==> src/rtl/mips_pkg.sv <==
// mips_pkg: MIPS instruction-field types shared by the fetch queue and the decoder.
//   opcode_t / funct_t  : 6-bit opcode and function-code types
//   *_MSB / *_LSB       : bit positions of every MIPS field in a 32-bit word
//   instr_fields_t      : packed struct of all fields, including the overlapping
//                         I-type imm16 and J-type target26 views
package mips_pkg;

    typedef logic [5:0] opcode_t;
    typedef logic [5:0] funct_t;

    localparam int OPC_MSB   = 31;
    localparam int OPC_LSB   = 26;
    localparam int RS_MSB    = 25;
    localparam int RS_LSB    = 21;
    localparam int RT_MSB    = 20;
    localparam int RT_LSB    = 16;
    localparam int RD_MSB    = 15;
    localparam int RD_LSB    = 11;
    localparam int SHAMT_MSB = 10;
    localparam int SHAMT_LSB = 6;
    localparam int FUNCT_MSB = 5;
    localparam int FUNCT_LSB = 0;
    localparam int IMM_MSB   = 15;
    localparam int IMM_LSB   = 0;
    localparam int TGT_MSB   = 25;
    localparam int TGT_LSB   = 0;

    typedef struct packed {
        opcode_t     opcode;
        logic [4:0]  rs;
        logic [4:0]  rt;
        logic [4:0]  rd;
        logic [4:0]  shamt;
        funct_t      funct;
        logic [15:0] imm16;
        logic [25:0] target26;
    } instr_fields_t;

endpackage

==> src/rtl/instr_fields.sv <==
// instr_fields: purely combinational split of a 32-bit MIPS word into its fields.
//   i_word   : instruction word
//   o_fields : all fields (R, I and J views) as instr_fields_t
module instr_fields
    import mips_pkg::*;
(
    input  logic [31:0]   i_word,
    output instr_fields_t o_fields
);

    always_comb begin
        o_fields          = '0;
        o_fields.opcode   = i_word[OPC_MSB:OPC_LSB];
        o_fields.rs       = i_word[RS_MSB:RS_LSB];
        o_fields.rt       = i_word[RT_MSB:RT_LSB];
        o_fields.rd       = i_word[RD_MSB:RD_LSB];
        o_fields.shamt    = i_word[SHAMT_MSB:SHAMT_LSB];
        o_fields.funct    = i_word[FUNCT_MSB:FUNCT_LSB];
        o_fields.imm16    = i_word[IMM_MSB:IMM_LSB];
        o_fields.target26 = i_word[TGT_MSB:TGT_LSB];
    end

endmodule

==> src/rtl/ir_buffer.sv <==
// ir_buffer: instruction register / fetch queue between the instruction bus and decode.
//   req_issue / can_issue          : fetch-side credit (count + live reads < DEPTH)
//   mem_readdata/mem_readdatavalid : in-order bus read responses
//   flush                          : drop queue and every read in flight before it
//   out_valid/out_ready            : head-of-queue handshake to decode
//   instr_word + field outputs     : head word and its pre-split MIPS fields
//   count                          : entries held
//   overflow_err                   : sticky, push while full or unexpected response
module ir_buffer
    import mips_pkg::*;
#(
    parameter int DEPTH = 4,
    parameter int CNT_W = $clog2(DEPTH + 1)
) (
    input  logic             clk,
    input  logic             reset,
    input  logic             req_issue,
    output logic             can_issue,
    input  logic [31:0]      mem_readdata,
    input  logic             mem_readdatavalid,
    input  logic             flush,
    output logic             out_valid,
    input  logic             out_ready,
    output logic [31:0]      instr_word,
    output logic [5:0]       opcode,
    output logic [4:0]       rs,
    output logic [4:0]       rt,
    output logic [4:0]       rd,
    output logic [4:0]       shamt,
    output logic [5:0]       funct,
    output logic [15:0]      imm16,
    output logic [25:0]      target26,
    output logic [CNT_W-1:0] count,
    output logic             overflow_err
);

    localparam int PTR_W  = $clog2(DEPTH);
    // Stale reads can pile up across several flushes while new live reads are
    // being issued, so the discard counter gets headroom beyond DEPTH.
    localparam int DISC_W = CNT_W + 2;

    logic [31:0]       r_mem [DEPTH];
    logic [PTR_W-1:0]  r_rd_ptr;
    logic [PTR_W-1:0]  r_wr_ptr;
    logic [CNT_W-1:0]  r_count;
    logic [CNT_W-1:0]  r_outs;
    logic [DISC_W-1:0] r_disc;
    logic              r_ovf;

    logic              w_full;
    logic              w_pop;
    logic              w_push;
    logic              w_rdv_drop;
    logic              w_rdv_live;
    logic              w_rdv_err;
    logic              w_full_err;
    logic [CNT_W:0]    w_occ;
    logic [DISC_W-1:0] w_disc_flush;
    instr_fields_t     w_fields;

    assign w_full     = (r_count == CNT_W'(DEPTH));
    assign out_valid  = (r_count != '0);
    assign w_pop      = !flush && out_valid && out_ready;

    // Responses retire stale reads first: everything older than a flush
    // arrives before anything issued after it.
    assign w_rdv_drop = mem_readdatavalid && (r_disc != '0);
    assign w_rdv_live = mem_readdatavalid && (r_disc == '0) && (r_outs != '0);
    assign w_rdv_err  = mem_readdatavalid && (r_disc == '0) && (r_outs == '0);

    assign w_push     = !flush && w_rdv_live && (!w_full || w_pop);
    assign w_full_err = !flush && w_rdv_live && w_full && !w_pop;

    // On flush every live read turns stale; a response landing this cycle
    // retires one of them (live or stale alike, its data is dropped).
    assign w_disc_flush = r_disc + DISC_W'(r_outs)
                        - DISC_W'(mem_readdatavalid && !w_rdv_err);

    assign w_occ     = {1'b0, r_count} + {1'b0, r_outs};
    assign can_issue = (w_occ < (CNT_W + 1)'(DEPTH));

    always_ff @(posedge clk) begin
        if (reset) begin
            for (int i = 0; i < DEPTH; i++) r_mem[i] <= '0;
            r_rd_ptr <= '0;
            r_wr_ptr <= '0;
            r_count  <= '0;
            r_outs   <= '0;
            r_disc   <= '0;
            r_ovf    <= 1'b0;
        end else begin
            if (w_push) begin
                r_mem[r_wr_ptr] <= mem_readdata;
                r_wr_ptr        <= r_wr_ptr + 1'b1;
            end
            if (flush) begin
                r_rd_ptr <= r_wr_ptr;
                r_count  <= '0;
                r_outs   <= CNT_W'(req_issue);
                r_disc   <= w_disc_flush;
            end else begin
                if (w_pop) r_rd_ptr <= r_rd_ptr + 1'b1;
                r_count <= r_count + CNT_W'(w_push) - CNT_W'(w_pop);
                r_outs  <= r_outs + CNT_W'(req_issue) - CNT_W'(w_rdv_live);
                r_disc  <= r_disc - DISC_W'(w_rdv_drop);
            end
            if (w_rdv_err || w_full_err) r_ovf <= 1'b1;
        end
    end

    assign instr_word   = r_mem[r_rd_ptr];
    assign count        = r_count;
    assign overflow_err = r_ovf;

    instr_fields u_fields (
        .i_word   (instr_word),
        .o_fields (w_fields)
    );

    assign opcode   = w_fields.opcode;
    assign rs       = w_fields.rs;
    assign rt       = w_fields.rt;
    assign rd       = w_fields.rd;
    assign shamt    = w_fields.shamt;
    assign funct    = w_fields.funct;
    assign imm16    = w_fields.imm16;
    assign target26 = w_fields.target26;

endmodule

==> config.mk <==
export PLATFORM = sky130hd
export DESIGN_NAME = ir_buffer
export DESIGN_NICKNAME = d
export VERILOG_FILES = /design/src/rtl/mips_pkg.sv /design/src/rtl/instr_fields.sv /design/src/rtl/ir_buffer.sv
export SDC_FILE = /design/constraint.sdc
export NUM_CORES = 1
export LEC_CHECK = 0
export BUFFER_PORTS_ARGS = -buffer_cell sky130_fd_sc_hd__buf_4
export CORE_ASPECT_RATIO = 1.25
export CORE_MARGIN = 1
export CORE_UTILIZATION = 50
export DETAILED_ROUTE_END_ITERATION = 6
export PLACE_DENSITY = 0.74
export SKIP_LAST_GASP = 1
export SYNTH_ARGS = -nofsm -noshare
export SYNTH_HDL_FRONTEND = slang
export SYNTH_SLANG_ARGS = --single-unit
==> constraint.sdc <==
create_clock -name clk -period 9.8 [get_ports clk]
set_input_delay 0.49 -clock clk [delete_from_list [all_inputs] [get_ports clk]]
set_output_delay 0.49 -clock clk [all_outputs]
set_load 0.05 [all_outputs]
==> impl_metrics.csv <==
group,metric,value,unit
outcome,status,"complete, no violations",
clock_tree,cts_buffers,17,
clock_tree,holdBufCountCts,0,
power,switchingPower,0.5422,mW
synthesis,ys_ff_latch,146,
sta,relSlewSlack,15.62,%
critical_path,worstReg2RegEnd,"r_mem[2][13]",
critical_path,critPathTopFamily,"simple AND/OR/NAND/NOR gates",
power,p_clk_share,35.4,%
floorplanning,core-area,0.01399,mm^2
synthesis,synth_area,0.007249,mm^2
critical_path,slowest_delay,1150,ps
floorplanning,initial_core_util,51.81,%
route,drt_pass1_iterations,6,
route,routed_via_density,5.331,
critical_path,cp.arrival,3930,ps
clock_tree,htreeDepth,4,
floorplanning,pin_count,150,
sta,tns,0,ps
critical_path,r2r_start,"r_disc[3]",
power,report.power.total,1.809,mW
synthesis,yosys_warnings,0,
place,portBuffers,149,
run,drv_cap,0,
sta,setup_violations,0,
route,num_vias,4169,
clock_tree,ctsResizeCount,0,
sta,rsz0062_at_grt,"no",
power,leakagePower,3.581,nW
cells_and_area,syn2layout_area_growth,18.02,%
global_route,antenna_found_initial,0,
sta,fin_worst_skew,8.090,ps
floorplanning,die_w,109.7,um
clock_tree,clockBufferDepth,2,
clock_tree,cts_tree,"yes",
critical_path,cp.required,10070,ps
floorplanning,die-area,0.01499,mm^2
floorplanning,dieHeight,136.6,um
clock_tree,root_buffer,"clkbuf_16",
power,comb_power_share,24.1,%
critical_path,cp_cell_sequence,"or4_4, and4bb_2, and3_2, nor3b_4, and2_1",
synthesis,synthDominantCellAreaShare,53.02,%
place,place.gp.congestion,0.7745,
power,p_int,1.267,mW
power,sw_frac_of_total,29.98,%
cells_and_area,final_cells,782,
place,dpl.hpwl,8.751,mm
critical_path,path_max_fanout,66,
critical_path,crit_buf_inv,0,
worst_hold_path,hp-class,"in -> reg",
global_route,grt_max_degree,67,
cells_and_area,antenna_cells,0,
sta,max_freq,272.9,MHz
power,sequentialPowerShare,40.5,%
cells_and_area,fill_cells,1065,
global_route,grt_overflow_total,0,
cells_and_area,layout.nets,650,
critical_path,worst-r2r-setup-slack,6140,ps
synthesis,ys_seq_area_share,57.99,%
sta,slew_violations,0,
power,p_per_area,211.4,mW/mm^2
route,postRouteWirelength,13.98,mm
cells_and_area,drive_gt1_share,37.56,%
synthesis,synthCells,523,
worst_hold_path,min_to,"r_outs[0]",
worst_hold_path,hold_path_depth,3,
sta,hold_viol_final,0,
critical_path,critPathKind,"reg -> reg",
synthesis,syn_area_per_cell,13.86,um^2
global_route,track_usage,19.92,%
worst_hold_path,hold_start,"req_issue",
cells_and_area,final_cell_mix,"buf_4, edfxtp_1, and2_1, and3_1, mux4_2",
route,drt_iter0_markers,251,
sta,worst_pin_slew,1264,ps
synthesis,synth_fp_nets,579,
cells_and_area,layout_commonest_cell,"buf_4",
sta,finalCritPeriodShare,37.39,%
route,ant_nets,0,
route,routedWlPerCell,17.87,um
global_route,grt_pass1_wl,21.67,mm
critical_path,cp_slowest_cell,"nor3b_4",
route,drc_errors,0,
clock_tree,clock_sinks,146,
power,peakVddDrop,0.1225,mV
critical_path,endpoint_kind,"register",
clock_tree,clock_latency,410,ps
synthesis,synth_area_leaders,"edfxtp_1, mux4_2, and2_1",
place,dp.cells,750,
critical_path,ff2ff_path_depth,5,
global_route,grt_pass1_vias,4271,
synthesis,yosys.area.top_type,"edfxtp_1",
sta,holdWs,334.1,ps
synthesis,ys_types,40,
floorplanning,fp-row-count,48,
clock_tree,cts.clk_slew.worst_paths,60,ps
critical_path,startpoint_type,"register",
clock_tree,post-cts-setup-buffers,0,
sta,fin_crit,3664,ps
cells_and_area,utilization,61.14,%
-- power by group through the flow --
stage                     sequential, mW  clock [mW]  combinational [mW]
after floorplan                    0.741           0               0.354
after global placement             0.742           0               0.428
after detailed placement           0.746           0               0.438
after CTS                          0.733       0.646               0.440
after global routing               0.737       0.672               0.473
final                              0.732       0.641               0.436
-- how the worst max path moves through the flow --
stage	cells past startpoint	slack, ps	end	from
6_report	5	6140	r_mem[2][13]	r_disc[3]
5_1_grt	5	5900	r_mem[2][11]	r_disc[3]
4_1_cts	5	6100	r_mem[2][27]	r_disc[3]
3_5_place_dp	5	6130	r_mem[2][27]	r_disc[3]
3_3_place_gp	5	6230	r_mem[2][5]	r_disc[3]
2_1_floorplan	4	5540	r_mem[2][0]	r_disc[3]
-- routing by layer --
layer  share of wire (%)  vias to the layer above  GRT usage [%]
met5                   0                        -              0
met2                  55                      143          37.07
met4                 1.6                        0          7.111
met3                 5.6                       16          4.952
met1                  37                     2079          21.62
li1                    -                     1931              -
-- layout make-up --
type | instances | area (um^2) | area share (%)
flip-flops and latches | 146 | 4207 | 49.17
multi-input cells | 256 | 2313 | 27.04
repair buffers | 153 | 1149 | 13.42
clock buffers | 18 | 429.2 | 5.016
well taps | 175 | 219.0 | 2.559
clock inverters | 14 | 163.9 | 1.916
inverters | 20 | 75.07 | 0.8774
-- flip-flops by register name, summed over array words and instances (netlist names), named ones only --
name,cells
r_outs,3
r_rd_ptr,2
r_disc,5
r_mem,128
count,3
r_wr_ptr,2
overflow_err,1
-- metrics by stage --
stage	worst slack (ps)	cell area, um^2
floorplan	5541	7249
global placement	6229	7963
detailed placement	6134	7963
CTS	6096	8556
global route	5901	8556
finish	6136	8556
-- kinds of logic (layout without fill, tap and decap cells) --
logic type / after synthesis / count (layout) / share of synthesized area [%]
muxes: 35 / 35 / 10.37
adders and majority gates: 18 / 18 / 3.417
xor gates and xnor gates: 13 / 13 / 1.571
buffers and inverters: 121 / 205 / 10.48
DFF: 146 / 146 / 57.99
AOI/OAI and AO/OA: 15 / 15 / 1.346
and+or+nand+nor: 175 / 175 / 14.83
-- synthesized netlist by cell type --
cell type,count
fa_1,3
nand3b_1,1
o31a_1,1
xnor2_1,8
and2_1,98
buf_1,6
xor2_1,5
nor4b_1,1
ha_1,15
nor2b_1,4
nor4_1,1
and3_1,34
nor3b_2,1
a211oi_1,3
nor2_1,18
buf_2,4
dfxtp_1,18
inv_1,20
nand3_1,3
mux4_2,32
or4_4,1
nand2_1,2
or2_2,1
a21oi_1,5
nor3b_4,1
nor3_1,3
mux2_2,1
a31oi_1,1
buf_6,3
edfxtp_1,128
mux2i_1,2
and4bb_2,1
and4b_1,1
nand2b_1,2
o31ai_1,2
or3_1,2
a21o_1,2
clkbuf_1,14
o21ai_0,1
buf_4,74
-- tightest hold or removal path: cells and delay by family --
kind | cells | cell delay (ps)
and+or+nand+nor | 1 | 70
buffers and inverters | 1 | 90
muxes | 1 | 60
Note: power is estimated with default switching activity, not from simulation.
